===== src/rtl/fp_pkg.sv =====
// Shared FP16/FP12 field constants, special encodings and the result flag bundle
// for the narrowing converter.
package fp_pkg;

  localparam int unsigned FP16_EXP_W = 5;
  localparam int unsigned FP16_MAN_W = 10;
  localparam int unsigned FP12_EXP_W = 5;
  localparam int unsigned FP12_MAN_W = 6;
  localparam int unsigned FP_BIAS    = 15;

  // Mantissa bits dropped when going from FP16 to FP12
  localparam int unsigned DROP_W = FP16_MAN_W - FP12_MAN_W;

  localparam logic [FP12_EXP_W-1:0] EXP_MAX      = 5'h1F;
  localparam logic [11:0]           FP12_QNAN    = 12'h7E0;
  localparam logic [10:0]           FP12_MAX_FIN = 11'h7BF;

  // Galois feedback mask for taps 16,14,13,11 (right-shifting form)
  localparam logic [15:0] LFSR16_TAPS = 16'hB400;

  typedef struct packed {
    logic nan;
    logic overflow;
    logic inexact;
  } fp_flags_t;

endpackage


===== src/rtl/fp16_to_fp12_narrow_if.sv =====
// Valid/ready stream bundle for the converter: FP16 words in, FP12 results and flags out.
interface fp16_to_fp12_narrow_if;
  import fp_pkg::*;

  logic        in_valid;
  logic        in_ready;
  logic [15:0] in_data;
  logic        out_valid;
  logic        out_ready;
  logic [11:0] out_data;
  fp_flags_t   out_flags;

  modport master (
    output in_valid, in_data, out_ready,
    input  in_ready, out_valid, out_data, out_flags
  );

  modport slave (
    input  in_valid, in_data, out_ready,
    output in_ready, out_valid, out_data, out_flags
  );

endinterface


===== src/rtl/fp_sat_counter.sv =====
// Event counter that sticks at all-ones; clear wins over a same-cycle increment.
module fp_sat_counter #(
  parameter int unsigned CNT_W = 16
) (
  input  logic             clk,
  input  logic             rst_n,
  input  logic             inc,
  input  logic             clr,
  output logic [CNT_W-1:0] count
);

  logic [CNT_W-1:0] r_count;

  always_ff @(posedge clk or negedge rst_n) begin
    if (!rst_n) begin
      r_count <= '0;
    end else if (clr) begin
      r_count <= '0;
    end else if (inc && (r_count != '1)) begin
      r_count <= r_count + CNT_W'(1);
    end
  end

  assign count = r_count;

endmodule


===== src/rtl/fp16_to_fp12_narrow.sv =====
// Two-stage FP16 -> FP12 narrowing converter with RNE rounding, flags and event counters.
// Define FP16_TO_FP12_STOCHASTIC_EN to replace RNE with LFSR-driven stochastic rounding.
module fp16_to_fp12_narrow
  import fp_pkg::*;
#(
  parameter int unsigned SATURATE  = 0,
  parameter int unsigned CNT_W     = 16,
  parameter logic [15:0] LFSR_SEED = 16'hACE1
) (
  input  logic                        clk,
  input  logic                        rst_n,
  fp16_to_fp12_narrow_if.slave        bus,
  input  logic                        cnt_clear,
  output logic [CNT_W-1:0]            cnt_inexact,
  output logic [CNT_W-1:0]            cnt_overflow,
  output logic [CNT_W-1:0]            cnt_nan
);

  logic w_en1, w_en2, w_in_hs, w_out_hs, w_rnd;
  logic w_in_exp_max, w_in_man_nz;

  logic                  r_s1_valid, r_s1_sign, r_s1_guard, r_s1_sticky;
  logic                  r_s1_nan, r_s1_inf, r_s1_rnd;
  logic [FP12_EXP_W-1:0] r_s1_exp;
  logic [FP12_MAN_W-1:0] r_s1_kept;

  logic        r_s2_valid;
  logic [11:0] r_s2_data;
  fp_flags_t   r_s2_flags;

  logic [10:0] w_mag;
  logic [11:0] w_res;
  fp_flags_t   w_flags;

  // Bubbles collapse: stage 1 may load whenever it is empty or stage 2 drains
  assign w_en2       = !r_s2_valid || bus.out_ready;
  assign w_en1       = w_en2 || !r_s1_valid;
  assign bus.in_ready = w_en1;
  assign w_in_hs     = bus.in_valid && w_en1;
  assign w_out_hs    = r_s2_valid && bus.out_ready;

  assign w_in_exp_max = (bus.in_data[14:10] == EXP_MAX);
  assign w_in_man_nz  = |bus.in_data[9:0];

`ifdef FP16_TO_FP12_STOCHASTIC_EN
  logic [15:0] r_lfsr;

  always_ff @(posedge clk or negedge rst_n) begin
    if (!rst_n) begin
      r_lfsr <= LFSR_SEED;
    end else if (w_in_hs) begin
      r_lfsr <= r_lfsr[0] ? ((r_lfsr >> 1) ^ LFSR16_TAPS) : (r_lfsr >> 1);
    end
  end

  // Round up when the dropped bits plus the random nibble carry out
  assign w_rnd = (({1'b0, bus.in_data[3:0]} + {1'b0, r_lfsr[3:0]}) > 5'd15);
`else
  assign w_rnd = bus.in_data[3] && ((|bus.in_data[2:0]) || bus.in_data[4]);
`endif

  always_ff @(posedge clk or negedge rst_n) begin
    if (!rst_n) begin
      r_s1_valid  <= 1'b0;
      r_s1_sign   <= 1'b0;
      r_s1_exp    <= '0;
      r_s1_kept   <= '0;
      r_s1_guard  <= 1'b0;
      r_s1_sticky <= 1'b0;
      r_s1_nan    <= 1'b0;
      r_s1_inf    <= 1'b0;
      r_s1_rnd    <= 1'b0;
    end else if (w_en1) begin
      r_s1_valid <= bus.in_valid;
      if (bus.in_valid) begin
        r_s1_sign   <= bus.in_data[15];
        r_s1_exp    <= bus.in_data[14:10];
        r_s1_kept   <= bus.in_data[9:DROP_W];
        r_s1_guard  <= bus.in_data[DROP_W-1];
        r_s1_sticky <= |bus.in_data[DROP_W-2:0];
        r_s1_nan    <= w_in_exp_max && w_in_man_nz;
        r_s1_inf    <= w_in_exp_max && !w_in_man_nz;
        r_s1_rnd    <= w_rnd;
      end
    end
  end

  // Exponent and mantissa share one adder so the round carry ripples into the exponent
  assign w_mag = {r_s1_exp, r_s1_kept} + {10'd0, r_s1_rnd};

  always_comb begin
    w_res   = {r_s1_sign, w_mag};
    w_flags = '{nan: 1'b0, overflow: 1'b0, inexact: r_s1_guard || r_s1_sticky};
    if (r_s1_nan) begin
      w_res   = {r_s1_sign, FP12_QNAN[10:0]};
      w_flags = '{nan: 1'b1, overflow: 1'b0, inexact: 1'b0};
    end else if (r_s1_inf) begin
      w_res   = {r_s1_sign, EXP_MAX, 6'h00};
      w_flags = '0;
    end else if (w_mag[10:6] == EXP_MAX) begin
      w_res   = (SATURATE != 0) ? {r_s1_sign, FP12_MAX_FIN} : {r_s1_sign, EXP_MAX, 6'h00};
      w_flags = '{nan: 1'b0, overflow: 1'b1, inexact: 1'b1};
    end
  end

  always_ff @(posedge clk or negedge rst_n) begin
    if (!rst_n) begin
      r_s2_valid <= 1'b0;
      r_s2_data  <= '0;
      r_s2_flags <= '0;
    end else if (w_en2) begin
      r_s2_valid <= r_s1_valid;
      if (r_s1_valid) begin
        r_s2_data  <= w_res;
        r_s2_flags <= w_flags;
      end
    end
  end

  assign bus.out_valid = r_s2_valid;
  assign bus.out_data  = r_s2_data;
  assign bus.out_flags = r_s2_flags;

  fp_sat_counter #(.CNT_W(CNT_W)) u_cnt_inexact (
    .clk   (clk),
    .rst_n (rst_n),
    .inc   (w_out_hs && r_s2_flags.inexact),
    .clr   (cnt_clear),
    .count (cnt_inexact)
  );

  fp_sat_counter #(.CNT_W(CNT_W)) u_cnt_overflow (
    .clk   (clk),
    .rst_n (rst_n),
    .inc   (w_out_hs && r_s2_flags.overflow),
    .clr   (cnt_clear),
    .count (cnt_overflow)
  );

  fp_sat_counter #(.CNT_W(CNT_W)) u_cnt_nan (
    .clk   (clk),
    .rst_n (rst_n),
    .inc   (w_out_hs && r_s2_flags.nan),
    .clr   (cnt_clear),
    .count (cnt_nan)
  );

endmodule


===== src/flat_wrapper.sv =====
// flat-port wrapper written by rule: the top's interface ports become plain ports
module fp16_to_fp12_narrow_flat import fp_pkg::*;
#(
  parameter int unsigned SATURATE  = 0,
  parameter int unsigned CNT_W     = 16,
  parameter logic [15:0] LFSR_SEED = 16'hACE1
)
  (clk, rst_n, cnt_clear, cnt_inexact, cnt_overflow, cnt_nan, bus_in_valid, bus_in_data, bus_out_ready, bus_in_ready, bus_out_valid, bus_out_data, bus_out_flags);
  fp16_to_fp12_narrow_if bus_i ();
  input  logic clk;
  input  logic rst_n;
  input  logic cnt_clear;
  output logic [CNT_W-1:0] cnt_inexact;
  output logic [CNT_W-1:0] cnt_overflow;
  output logic [CNT_W-1:0] cnt_nan;
  input wire logic [$bits(bus_i.in_valid)-1:0] bus_in_valid;
  input wire logic [$bits(bus_i.in_data)-1:0] bus_in_data;
  input wire logic [$bits(bus_i.out_ready)-1:0] bus_out_ready;
  output wire logic [$bits(bus_i.in_ready)-1:0] bus_in_ready;
  output wire logic [$bits(bus_i.out_valid)-1:0] bus_out_valid;
  output wire logic [$bits(bus_i.out_data)-1:0] bus_out_data;
  output wire logic [$bits(bus_i.out_flags)-1:0] bus_out_flags;
  assign bus_i.in_valid = bus_in_valid;
  assign bus_i.in_data = bus_in_data;
  assign bus_i.out_ready = bus_out_ready;
  assign bus_in_ready = bus_i.in_ready;
  assign bus_out_valid = bus_i.out_valid;
  assign bus_out_data = bus_i.out_data;
  assign bus_out_flags = bus_i.out_flags;
  fp16_to_fp12_narrow #(.SATURATE(SATURATE), .CNT_W(CNT_W), .LFSR_SEED(LFSR_SEED)) u_core (.clk(clk), .rst_n(rst_n), .bus(bus_i), .cnt_clear(cnt_clear), .cnt_inexact(cnt_inexact), .cnt_overflow(cnt_overflow), .cnt_nan(cnt_nan));
endmodule

===== config.mk =====
export PLATFORM = sky130hd
export DESIGN_NAME = fp16_to_fp12_narrow_flat
export DESIGN_NICKNAME = d
export VERILOG_FILES = /design/src/rtl/fp_pkg.sv /design/src/rtl/fp16_to_fp12_narrow_if.sv /design/src/rtl/fp_sat_counter.sv /design/src/rtl/fp16_to_fp12_narrow.sv /design/src/flat_wrapper.sv
export SDC_FILE = /design/constraint.sdc
export NUM_CORES = 1
export LEC_CHECK = 0
export CAP_MARGIN = 0
export CORE_MARGIN = 2
export CORE_UTILIZATION = 47
export CTS_BUF_LIST = sky130_fd_sc_hd__clkbuf_16
export CTS_CLUSTER_SIZE = 16
export DETAILED_ROUTE_END_ITERATION = 12
export GPL_TIMING_DRIVEN = 0
export PLACE_DENSITY = 0.78
export SYNTH_ARGS = -nofsm -noshare
export SYNTH_HDL_FRONTEND = slang
export SYNTH_SLANG_ARGS = --single-unit

===== constraint.sdc =====
create_clock -name clk -period 2.11 [get_ports clk]
set_clock_uncertainty 0.15 [all_clocks]
set_input_delay 0.211 -clock clk [delete_from_list [all_inputs] [get_ports clk]]
set_output_delay 0.211 -clock clk [all_outputs]
set_load 0.02 [all_outputs]

; ---- Word-level counts from Yosys, hierarchy flattened
; Index checks and enable logic that the tools add are counted.
; W data, S select, Z words.
[op_classes]
addsub = 4
n_eq_ne = 5
muxes = 12
reduce_logical = 24
[ops]
columns = op, n
row1 = $mux W16, 6
row2 = $add A16 B1 Y16 const B, 3
row3 = $ne A16 B16 Y1 const B, 3
row4 = $mux W11, 3
row5 = $add A11 B1 Y11, 1
row6 = $eq A5 B5 Y1 const B, 2
row7 = $logic_and A1 B1 Y1, 10
row8 = $reduce_or A10 Y1, 1
row9 = $mux W3, 2
row10 = $reduce_bool A2 Y1, 3
row11 = $logic_or A1 B1 Y1, 4
row12 = $reduce_and A2 Y1, 2
row13 = $logic_not A1 Y1, 3
row14 = $reduce_or A3 Y1, 1
row15 = $mux W2, 1
[word_totals]
reg_bits = 82
input_bits = 21
output_inout_bits = 65
wordCells = 62

; ---- Depth between registers and ports, before layout
[depth]
ltp_word = 5
ltp_mapped = 7
depth_no_buf = 6

; ---- Cells and area by module
; Synthesis repeated with hierarchy kept, for this count alone.
[hier_totals]
hier_cells = 444
hier_area_um2 = 4494.3
[by_module_without_submodules]
columns = mod, instances, cells_each, area_per_inst_um2, seq_area_each_um2
row1 = fp_sat_counter, 3, 98, 942.2, 400.4
row2 = fp16_to_fp12_narrow, 1, 150, 1667.8, 850.8

; ---- Worst setup path before layout
; No wires, ideal clock.
[synth_timing]
path_type = register to register
from = reg u_core.r_s1_kept[0]
to = reg u_core.r_s2_data[0], in the netlist u_core.bus.out_data[0]
setup_time_ns = 0.122
arrival_ns = 1.763
t_required_ns = 1.838
setup_slack_ns = 0.075
path_stages_with_launch = 7
path_buffers = 0
cell_sequence = dfrtp_1 -> ha_1 -> nand3_2 -> or4b_4 -> a21boi_2 -> o22ai_2 -> a32o_1
[synth_between]
elab_chain_len = 5
[synth_rtl]
columns = element, line_no
row1 = from (decl), fp16_to_fp12_narrow.sv:25  ; logic [FP12_MAN_W-1:0] r_s1_kept;
row2 = from (signal assigned), fp16_to_fp12_narrow.sv:78  ; r_s1_kept <= bus.in_data[9:DROP_W];
row3 = $add A11 B1 Y11 *, fp16_to_fp12_narrow.sv:89  ; assign w_mag = {r_s1_exp, r_s1_kept} + {10'd0, r_s1_rnd};
row4 = $eq A5 B5 Y1, fp16_to_fp12_narrow.sv:100  ; end else if (w_mag[10:6] == EXP_MAX) begin
row5 = $mux W11 *, fp16_to_fp12_narrow.sv:100
row6 = $mux W11 *, fp16_to_fp12_narrow.sv:97  ; end else if (r_s1_inf) begin
row7 = $mux W11 *, fp16_to_fp12_narrow.sv:94  ; if (r_s1_nan) begin
row8 = to (signal assigned), fp16_to_fp12_narrow.sv:114  ; r_s2_data <= w_res;
row9 = to (decl), fp16_to_fp12_narrow.sv:28  ; logic [11:0] r_s2_data;
; Mark *: on every way between the ends. The rest lies on a longest branch, timed or not.
; A chain may end at the register's enable or synchronous reset.

; ---- Final worst setup path
[layout_timing]
from = reg u_core.r_s1_rnd
to = reg u_core.r_s2_data[3], in the netlist u_core.bus.out_data[3]
[layout_between]
elab_chain_len = 5
[layout_rtl]
columns = element, line_no
row1 = from (decl), fp16_to_fp12_narrow.sv:23  ; logic r_s1_nan, r_s1_inf, r_s1_rnd;
row2 = from (signal assigned), fp16_to_fp12_narrow.sv:83  ; r_s1_rnd <= w_rnd;
row3 = $add A11 B1 Y11 *, fp16_to_fp12_narrow.sv:89
row4 = $eq A5 B5 Y1, fp16_to_fp12_narrow.sv:100
row5 = $mux W11 *, fp16_to_fp12_narrow.sv:100
row6 = $mux W11 *, fp16_to_fp12_narrow.sv:97
row7 = $mux W11 *, fp16_to_fp12_narrow.sv:94
; Marks and branches as above.

==> metrics.cfg <==
[status]
outcome = complete, but fails checks
failed_checks = negative setup slack

[sta]
slew_viol_final = 0
relSlewSlack_pct = 66.96
clock.fmax_mhz = 471.8
worst_slew_pin_slew_ns = 0.4956
grt_setup_unrepaired = true
finalSetupViolCount = 4
post-route-min-period_ns = 2.120
fin_crit_sh_pct = 100.5
hold_viol = 0
worst_slack_ns = -0.009623

[route]
top_layer = met4
viasPerCell = 5.654
drcViolationCount = 0
wl_met3_um = 496
routedWlPerCell_um = 15.81
dr.pass1.iters = 5
drt_iter0_markers = 168
ant_nets = 0
wl_um = 10100
wl_met1_um = 4286
vias = 3613
dr_wl_met2_um = 5175

[synth]
synthesis.nets = 446
yosysTopAreaCell = dfrtp_1
syn_inst = 420
ys.warnings.count = 0
synth.avg_cell_area_um2 = 10.05
yosysSeqAreaShare_pct = 48.59
synth_edf_count = 0
ys.flop_type = dfrtp_1
synth_cell_types = 52
ys_seq_elements = 82
synth.area.top_cells = dfrtp_1 (49%), xor2_1 (7.7%), nor2_1 (5.0%)
netlist.area_leader.share_pct = 48.59
syn-cell-area_um2 = 4223
async_flop_share_pct = 100.0
synth_most_common_cell = dfrtp_1
synth_common_cells = dfrtp_1 (82), nor2_1 (56), xor2_1 (37)

[power]
ir_drop_v = 0.0004692
leakagePower_nw = 2.326
power_mw = 3.991
power_density_nw_per_um2 = 704.2

[layout]
antennaDiodeCount = 0
syn_to_final_growth_pct = 34.22
final_nets = 552
nFillCells = 682
final_util_pct = 64.99
final_layout_size_suffix_gt1_share_pct = 11.30
stdcell_count = 639

[global_route]
grt_pass1_wl_um = 16630
antenna_found_initial = 0
grt_max_degree = 65
grt_pass1_vias = 3401
grt_overflow = 0
grt_usage_pct = 21.07

[floorplan]
row_count = 34
die_area_um2 = 9758
start_util_pct = 48.42
fp.dieH_um = 98.79
die_width_um = 98.79
io-pin-count = 86
core_um2 = 8721

[placement]
placed_cells_incl_taps = 614
gp_congestion = 0.8822
port_buffers = 85
dp_hpwl_um = 7088
place_ws_ns = -0.1931

[clock_tree]
cts_tree = built
clkTransAtPathRegs_ns = 0.06
cts.htree.levels = 3
cts_sinks = 82
clockBufferDepth = 2
cts_made_buffers = 9
cts_root_buffer = clkbuf_16
clock_latency_ns = 0.33

[setup_path]
cp-start-kind = flop
cp.arrival_ns = 2.19
cpMaxStageDelayCell = or4b_4
cp_max_fo = 8
slowest_delay_ns = 0.51
crit_type = reg2reg
endpoint_kind = flop
regToRegStartpoint = u_core.r_s1_rnd$_DFFE_PN0P_
r2r_setup_slack_ns = -0.01
path_buf_inv = 0
crit_family = simple AND/OR/NAND/NOR gates
crit_start = u_core.r_s1_rnd$_DFFE_PN0P_
path_cells = ha_4 > nand3_4 > or4b_4 > a21boi_4 > o22ai_4 > a32o_1
cp.required_ns = 2.18

[min_path]
hp-class = in2async

[job]
drv_cap = 0

==> worst reg2reg max path: cells and delay by family, from the launching register on <==
family                     cells  cell delay (ns)
adders and majority gates      1             0.21
AOI/OAI and AO/OA              3             0.61
and+or+nand+nor                2             0.62
DFF                            1             0.42
==> report_power, final <==
group / switching [mW] / total [mW] / leakage (nW) / internal [mW]
clock: 0.641 / 1.56 / 0.139 / 0.914
combinational: 0.332 / 0.640 / 1.12 / 0.308
sequential: 0.111 / 1.80 / 1.07 / 1.68
==> layout make-up <==
cell class / count / area [um^2] / share of cell area [%]
buffer: 19 / 77.57 / 1.369
clock buffer: 9 / 225.2 / 3.974
clock inverter: 7 / 70.07 / 1.236
inverter: 2 / 7.507 / 0.1325
multi-input combinational: 317 / 2152 / 37.97
sequential: 82 / 2054 / 36.25
tap: 108 / 135.1 / 2.384
timing repair buffer: 95 / 945.9 / 16.69
==> routing by layer <==
| layer | global-route usage (%) | up-vias |
|---|---|---|
| li1 | - | 1727 |
| met1 | 27.57 | 1779 |
| met2 | 35.34 | 94 |
| met3 | 4.610 | 13 |
| met4 | 6.217 | 0 |
| met5 | 0 | - |
==> sequential cells by signal, summed over array words and instances, names as in the netlist <==
name / count
u_core.r_s1_kept: 6
u_core.u_cnt_overflow.count: 16
u_core.bus.out_data: 12
u_core.r_s1_sticky: 1
u_core.r_s1_rnd: 1
u_core.u_cnt_inexact.count: 16
u_core.r_s1_exp: 5
u_core.r_s1_inf: 1
u_core.bus.out_valid: 1
u_core.r_s1_nan: 1
u_core.r_s1_valid: 1
u_core.bus.out_flags: 3
u_core.r_s1_sign: 1
u_core.r_s1_guard: 1
u_core.u_cnt_nan.count: 16
==> cell families (layout without fill, tap and decap cells) <==
group	Yosys count	after routing	share of synthesized area, %
fa+ha+maj	5	5	1.481
simple gates	181	181	22.13
compound gates	69	69	12.09
buf+inv	21	132	1.985
xor+xnor	46	46	9.541
mux	16	16	4.178
flops	82	82	48.59
==> metrics by stage <==
| stage | hold WS, ns | setup TNS (ns) | cell area, um^2 |
|---|---|---|---|
| finish | 0.1463 | -0.02439 | 5668 |
| global route | 0.1827 | -0.2674 | 5668 |
| CTS | 0.1536 | 0 | 5574 |
| detailed placement | -0.02680 | -2.467 | 5234 |
| global placement | 0.2966 | -183.87 | 5209 |
| floorplan | -0.2346 | 0 | 4223 |
==> timing repair <==
| item | CTS | global route |
|---|---|---|
| buffers inserted | 0 | 8 |
| resized for setup | 5 | 11 |
| hold buffers | 1 | 0 |
| endpoints found under the setup margin | 6 | 27 |
| endpoints found under the hold margin | 82 | 0 |
| pin swaps | 2 | 8 |
==> path summary, 6_finish.rpt <==
path / end / cells past startpoint
min in group clk: u_core.r_s1_valid$_DFFE_PN0N_ / 2
max in group asynchronous: u_core.u_cnt_overflow.count[4]$_DFFE_PN0P_ / 3
worst max register to register: u_core.bus.out_data[3]$_DFFE_PN0P_ / 6
worst max-delay path: u_core.bus.out_data[3]$_DFFE_PN0P_ / 6
worst min register to register: u_core.bus.out_data[11]$_DFFE_PN0P_ / 2
worst min-delay path: u_core.u_cnt_nan.count[13]$_DFFE_PN0P_ / 2
==> cells in the final DEF, fill, tap and decap left out, drive strengths merged, types with 2 or more instances in the layout <==
master and n:
nand2b 3, clkbuf 23, o21ai 15, a32o 5, nor3 7, nor2 56, xnor2 9, dfrtp 82
o311ai 2, o2111ai 11, and2 7, o31ai 2, mux2 13, a21oi 16, xor2 37, mux2i 3
nand3b 2, inv 4, buf 15, and3 17, clkinvlp 3, o211ai 9, nand4 10, and4 7
nor2b 3, clkdlybuf4s50 84, nand3 22, or3 10, nor4 2, ha 5, nand2 28
No activity file was read; power rests on OpenSTA's default activity.
